File: config.mk
export PLATFORM = sky130hd
export DESIGN_NAME = ptch_fusion_integ
export DESIGN_NICKNAME = d
export VERILOG_FILES = /design/src/rtl/ptch_fusion_integ.sv
export SDC_FILE = /design/constraint.sdc
export NUM_CORES = 1
export LEC_CHECK = 0
export BUFFER_PORTS_ARGS = -buffer_cell sky130_fd_sc_hd__clkbuf_2
export CAP_MARGIN = 20
export CORE_ASPECT_RATIO = 1.4
export CORE_UTILIZATION = 64
export CTS_BUF_LIST = sky130_fd_sc_hd__clkbuf_8
export DETAILED_ROUTE_END_ITERATION = 8
export GPL_TIMING_DRIVEN = 0
export PLACE_DENSITY = 0.89
export SLEW_MARGIN = 15
export SYNTH_ARGS = -nofsm -noshare
export SYNTH_HDL_FRONTEND = slang
export SYNTH_SLANG_ARGS = --single-unit
File: constraint.sdc
create_clock -name clk -period 6.04 [get_ports clk]
set_clock_uncertainty 0.1 [all_clocks]
set_input_delay 0.302 -clock clk [delete_from_list [all_inputs] [get_ports clk]]
set_output_delay 0.302 -clock clk [all_outputs]
set_load 0.02 [all_outputs]
File: src/rtl/ptch_fusion_integ.sv
// Pitch integrator with accel-based drift correction for the balance controller.
// Define PTCH_SAT_EN to clamp the pitch accumulator instead of letting it wrap.
module ptch_fusion_integ #(
    parameter logic [15:0] PTCH_RT_OFFSET = 16'h0050,
    parameter logic [15:0] AZ_OFFSET      = 16'h00A0,
    parameter int          ACC_SCALE      = 327,
    parameter int          FAST_CNT       = 256,
    parameter int          FAST_GAIN      = 8192,
    parameter int          SLOW_GAIN      = 1024
) (
    input  logic        clk,
    input  logic        rst_n,
    input  logic        vld,
    input  logic [15:0] ptch_rt,
    input  logic [15:0] AZ,
    output logic [15:0] ptch,
    output logic        ptch_vld,
    output logic        settled
);

    localparam int unsigned DW   = 16;
    localparam int unsigned PW   = 26;
    localparam int unsigned IW   = 27;
    localparam int unsigned CW   = 9;

    localparam logic signed [PW-1:0] SCALE  = PW'(ACC_SCALE);
    localparam logic signed [IW-1:0] FAST_G = IW'(FAST_GAIN);
    localparam logic signed [IW-1:0] SLOW_G = IW'(SLOW_GAIN);
    localparam logic [CW-1:0]        LAST   = CW'(FAST_CNT - 1);

    logic signed [IW-1:0] ptch_int;
    logic [CW-1:0]        cnt;

    logic signed [DW-1:0] ptch_rt_comp;
    logic signed [DW-1:0] az_comp;
    logic signed [PW-1:0] az_ext;
    logic signed [PW-1:0] acc_prod;
    logic signed [PW-1:0] acc_shift;
    logic signed [DW-1:0] ptch_acc;
    logic signed [DW-1:0] ptch_cur;
    logic signed [IW-1:0] gain;
    logic signed [IW-1:0] fus;
    logic signed [IW-1:0] rt_ext;
    logic signed [IW-1:0] ptch_nxt;

    // Offset correction and accel-derived pitch estimate
    always_comb begin
        ptch_rt_comp = $signed(ptch_rt) - $signed(PTCH_RT_OFFSET);
        az_comp      = $signed(AZ) - $signed(AZ_OFFSET);
        az_ext       = {{(PW-DW){az_comp[DW-1]}}, az_comp};
        acc_prod     = az_ext * SCALE;
        acc_shift    = acc_prod >>> 13;
        ptch_acc     = $signed(acc_shift[DW-1:0]);
        ptch_cur     = $signed(ptch_int[IW-1:IW-DW]);
        gain         = settled ? SLOW_G : FAST_G;
        fus          = (ptch_acc > ptch_cur) ? gain : -gain;
        rt_ext       = {{(IW-DW){ptch_rt_comp[DW-1]}}, ptch_rt_comp};
    end

`ifdef PTCH_SAT_EN
    logic signed [IW:0] sum_wide;

    // Wide sum then clamp to the 27b signed range
    always_comb begin
        sum_wide = {ptch_int[IW-1], ptch_int} - {rt_ext[IW-1], rt_ext} + {fus[IW-1], fus};
        if (sum_wide[IW] != sum_wide[IW-1]) begin
            ptch_nxt = sum_wide[IW] ? {1'b1, {(IW-1){1'b0}}} : {1'b0, {(IW-1){1'b1}}};
        end else begin
            ptch_nxt = sum_wide[IW-1:0];
        end
    end
`else
    always_comb begin
        ptch_nxt = ptch_int - rt_ext + fus;
    end
`endif

    always_ff @(posedge clk or negedge rst_n) begin
        if (!rst_n) begin
            ptch_int <= '0;
            ptch_vld <= 1'b0;
            settled  <= 1'b0;
            cnt      <= '0;
        end else begin
            ptch_vld <= vld;
            if (vld) begin
                ptch_int <= ptch_nxt;
                // Count stops once settled; the last fast sample still used FAST_GAIN
                if (!settled) begin
                    cnt <= cnt + 1'b1;
                    if (cnt == LAST) begin
                        settled <= 1'b1;
                    end
                end
            end
        end
    end

    assign ptch = ptch_int[IW-1:IW-DW];

endmodule
==> impl_metrics.py <==
metrics = {
    "run_status": {
        "status": "finished, violations left",
        "violations": "setup timing",
    },
    "timing": {
        "fin_crit_sh_pct": 154,
        "fin_setup_tns_ps": -48940,
        "fin_crit_ps": 9300,
        "slew_viol_final": 0,
        "hold_viol_final": 0,
        "setup_viol": 16,
        "fmax_ghz": 0.107,
        "worst_slew_pin_slew_ps": 717,
        "max-slew-margin-rel_pct": 52.2,
        "rsz0062_at_grt": "true",
        "setup_ws_ps": -3260,
    },
    "synthesis": {
        "ys.flop_type": "dfrtp_1",
        "synth_edf_count": 0,
        "post_synth.cell_area_avg_um2": 9.11,
        "async_reset_ff_share_pct": 100,
        "synth_fa_ha_area_share_pct": 41.3,
        "synth_xor_area_share_pct": 8.26,
        "netlist_instances": 740,
        "synth_top_family_by_area": "adder cells",
        "synth_simple_gate_area_share_pct": 12.4,
        "synth_area_um2": 6740,
        "netlist.area_leader.share_pct": 24.1,
        "muxShareOfSynthArea_pct": 2.02,
        "ys_warn_count": 0,
        "synth-compound-area-share_pct": 12.5,
        "synth-seq-cells": 38,
        "ys_types": 65,
        "yosysTopAreaCell": "ha_1",
        "syn_nets": 963,
        "synth_common_cells": "130 x ha_1, 130 x inv_1, 58 x fa_1",
        "seq_area_frac_synth_pct": 14.1,
        "synth_area_leaders": "ha_1 24%, fa_1 17%, dfrtp_1 14%",
    },
    "worst_setup_path": {
        "critPathMaxStageDelay_ps": 570,
        "crit_fanout": 4,
        "cp-end-kind": "flop",
        "reg2reg_depth": 26,
        "crit_path_start_kind": "input port",
        "path_class": "in2reg",
        "cp_common_cell": "ha_4",
        "crit_slowest_cell": "fa_1",
        "cp.required_ps": 6150,
        "cp.arrival_ps": 9410,
    },
    "cts": {
        "clk_pin_slew_ps": 80,
        "cts_sinks": 38,
        "cts_tree": "built",
        "cts_buffer_depth": 2,
        "cts_root_buffer": "clkbuf_8",
        "cts.htree.levels": 2,
        "numCtsBuffers": 5,
        "clock_latency_ps": 320,
    },
    "placement": {
        "dpl.hpwl_mm": 13.0,
        "port_buffers": 52,
        "routabilityCongestion": 0.936,
        "post_dp_cell_area_um2": 7480,
    },
    "drt": {
        "first_pass_iters": 7,
        "dr_total_vias": 6103,
        "drc": 0,
        "wl_per_cell_um": 20.3,
        "postRouteAntennaNets": 0,
        "drt-total-wl_mm": 20.2,
        "drt_iter0_drc": 323,
        "via_per_inst": 6.12,
    },
    "layout": {
        "fillerInstances": 553,
        "design_area_um2": 8550,
        "area_growth_pct": 26.8,
        "diodes": 0,
        "drive_above_1_share_pct": 29.7,
        "finalNetCount": 1081,
    },
    "global_routing": {
        "antenna_found_initial": 0,
        "grt_overflow_total": 0,
        "grt_max_degree": 39,
        "grt_use_total_pct": 34.4,
        "grt_pass1_wl_mm": 28.4,
        "first_global_vias": 6366,
    },
    "run": {
        "drv_cap": 0,
    },
    "floorplan": {
        "fp.dieW_um": 88.8,
        "core_area_um2": 10300,
        "start_util_pct": 65.5,
        "ios": 53,
        "num_rows": 44,
        "die_area_um2": 11000,
        "dieHeight_um": 123,
    },
    "min_path": {
        "hold_path_depth": 1,
        "hp-class": "in2reg",
    },
}
-- critical path, delay by kind of cell --
kind / cells / cell delay, ps
xor gates and xnor gates: 3 / 510
muxes: 1 / 260
adders and majority gates: 10 / 3520
and+or+nand+nor: 12 / 2330
AOI/OAI and AO/OA: 9 / 1910
buffers and inverters: 6 / 590
-- per-stage QoR --
stage / instances / util [%] / worst slack (ps) / hold slack, ps
global placement: 930 / 72.5 / -4040 / 336
floorplan: 740 / - / -3030 / -93.6
finish: 997 / 83.0 / -3260 / 10.2
detailed placement: 931 / 72.7 / -4290 / 340
global route: 997 / 83.0 / -3450 / 6.84
CTS: 974 / 79.1 / -2700 / 9.29
-- state kept, by name, summed over array words and instances (netlist names) --
name	cells
cnt	9
ptch_int	27
ptch_vld	1
settled	1
-- timing repair --
item / CTS / global route
setup endpoints to repair: 16 / 16
pin swaps: 50 / 70
hold buffers: 0 / 1
gates resized for setup: 39 / 55
buffers inserted: 36 / 21
hold endpoints to repair: 0 / 7
-- cell families (layout without fill, tap and decap cells) --
family	Yosys count	count (layout)
xor+xnor	62	62
flops	38	38
fa+ha+maj	188	188
mux	12	12
simple gates	164	164
buf+inv	152	271
compound gates	124	124
-- worst paths after layout --
kind,startpoint,end,slack [ps]
min reg2reg,cnt[7],cnt[7],390
max,AZ[5],ptch_int[21],-3260
max reg2reg,ptch_int[18],ptch_int[26],1320
min,vld,ptch_vld,10
max in group asynchronous,rst_n,cnt[4],5090
min in group asynchronous,rst_n,ptch_int[6],290
-- final cells by class --
type / instances / area [um2] / share of cell area (%)
Buffer: 21 / 139 / 1.62
Clock buffer: 6 / 82.6 / 0.966
Clock inverter: 2 / 60.1 / 0.703
Inverter: 130 / 500 / 5.85
Multi-Input combinational cell: 550 / 5860 / 68.5
Sequential cell: 38 / 951 / 11.1
Tap cell: 138 / 173 / 2.02
Timing Repair Buffer: 112 / 787 / 9.21
-- routing by layer --
| metal | global-route usage (%) | routed length, um |
|---|---|---|
| met1 | 30.1 | 6390 |
| met3 | 5.01 | 959 |
| met4 | 23.0 | 1680 |
| met5 | 0 | 0 |
| met2 | 68.9 | 11200 |
-- layout by cell type, fill, tap and decap left out, drive strengths merged, types with 5 or more instances in the layout --
cell,netlist,final
nand3,12,12
nand2,44,44
dfrtp,38,38
mux2,10,10
nand2b,6,6
o21a,5,5
o21ai,30,30
inv,130,128
and3,6,6
ha,130,130
xor2,20,20
nand4,6,6
clkbuf,5,58
nor2,39,39
or3,10,10
nor3,9,9
xnor2,41,41
and4,7,7
a21oi,29,29
buf,17,80
fa,58,58
o211ai,9,9
a21o,18,18
nor2b,11,11
Power is not shown: default switching activity piles up to over one toggle a cycle in this logic, so the estimate is an artifact.
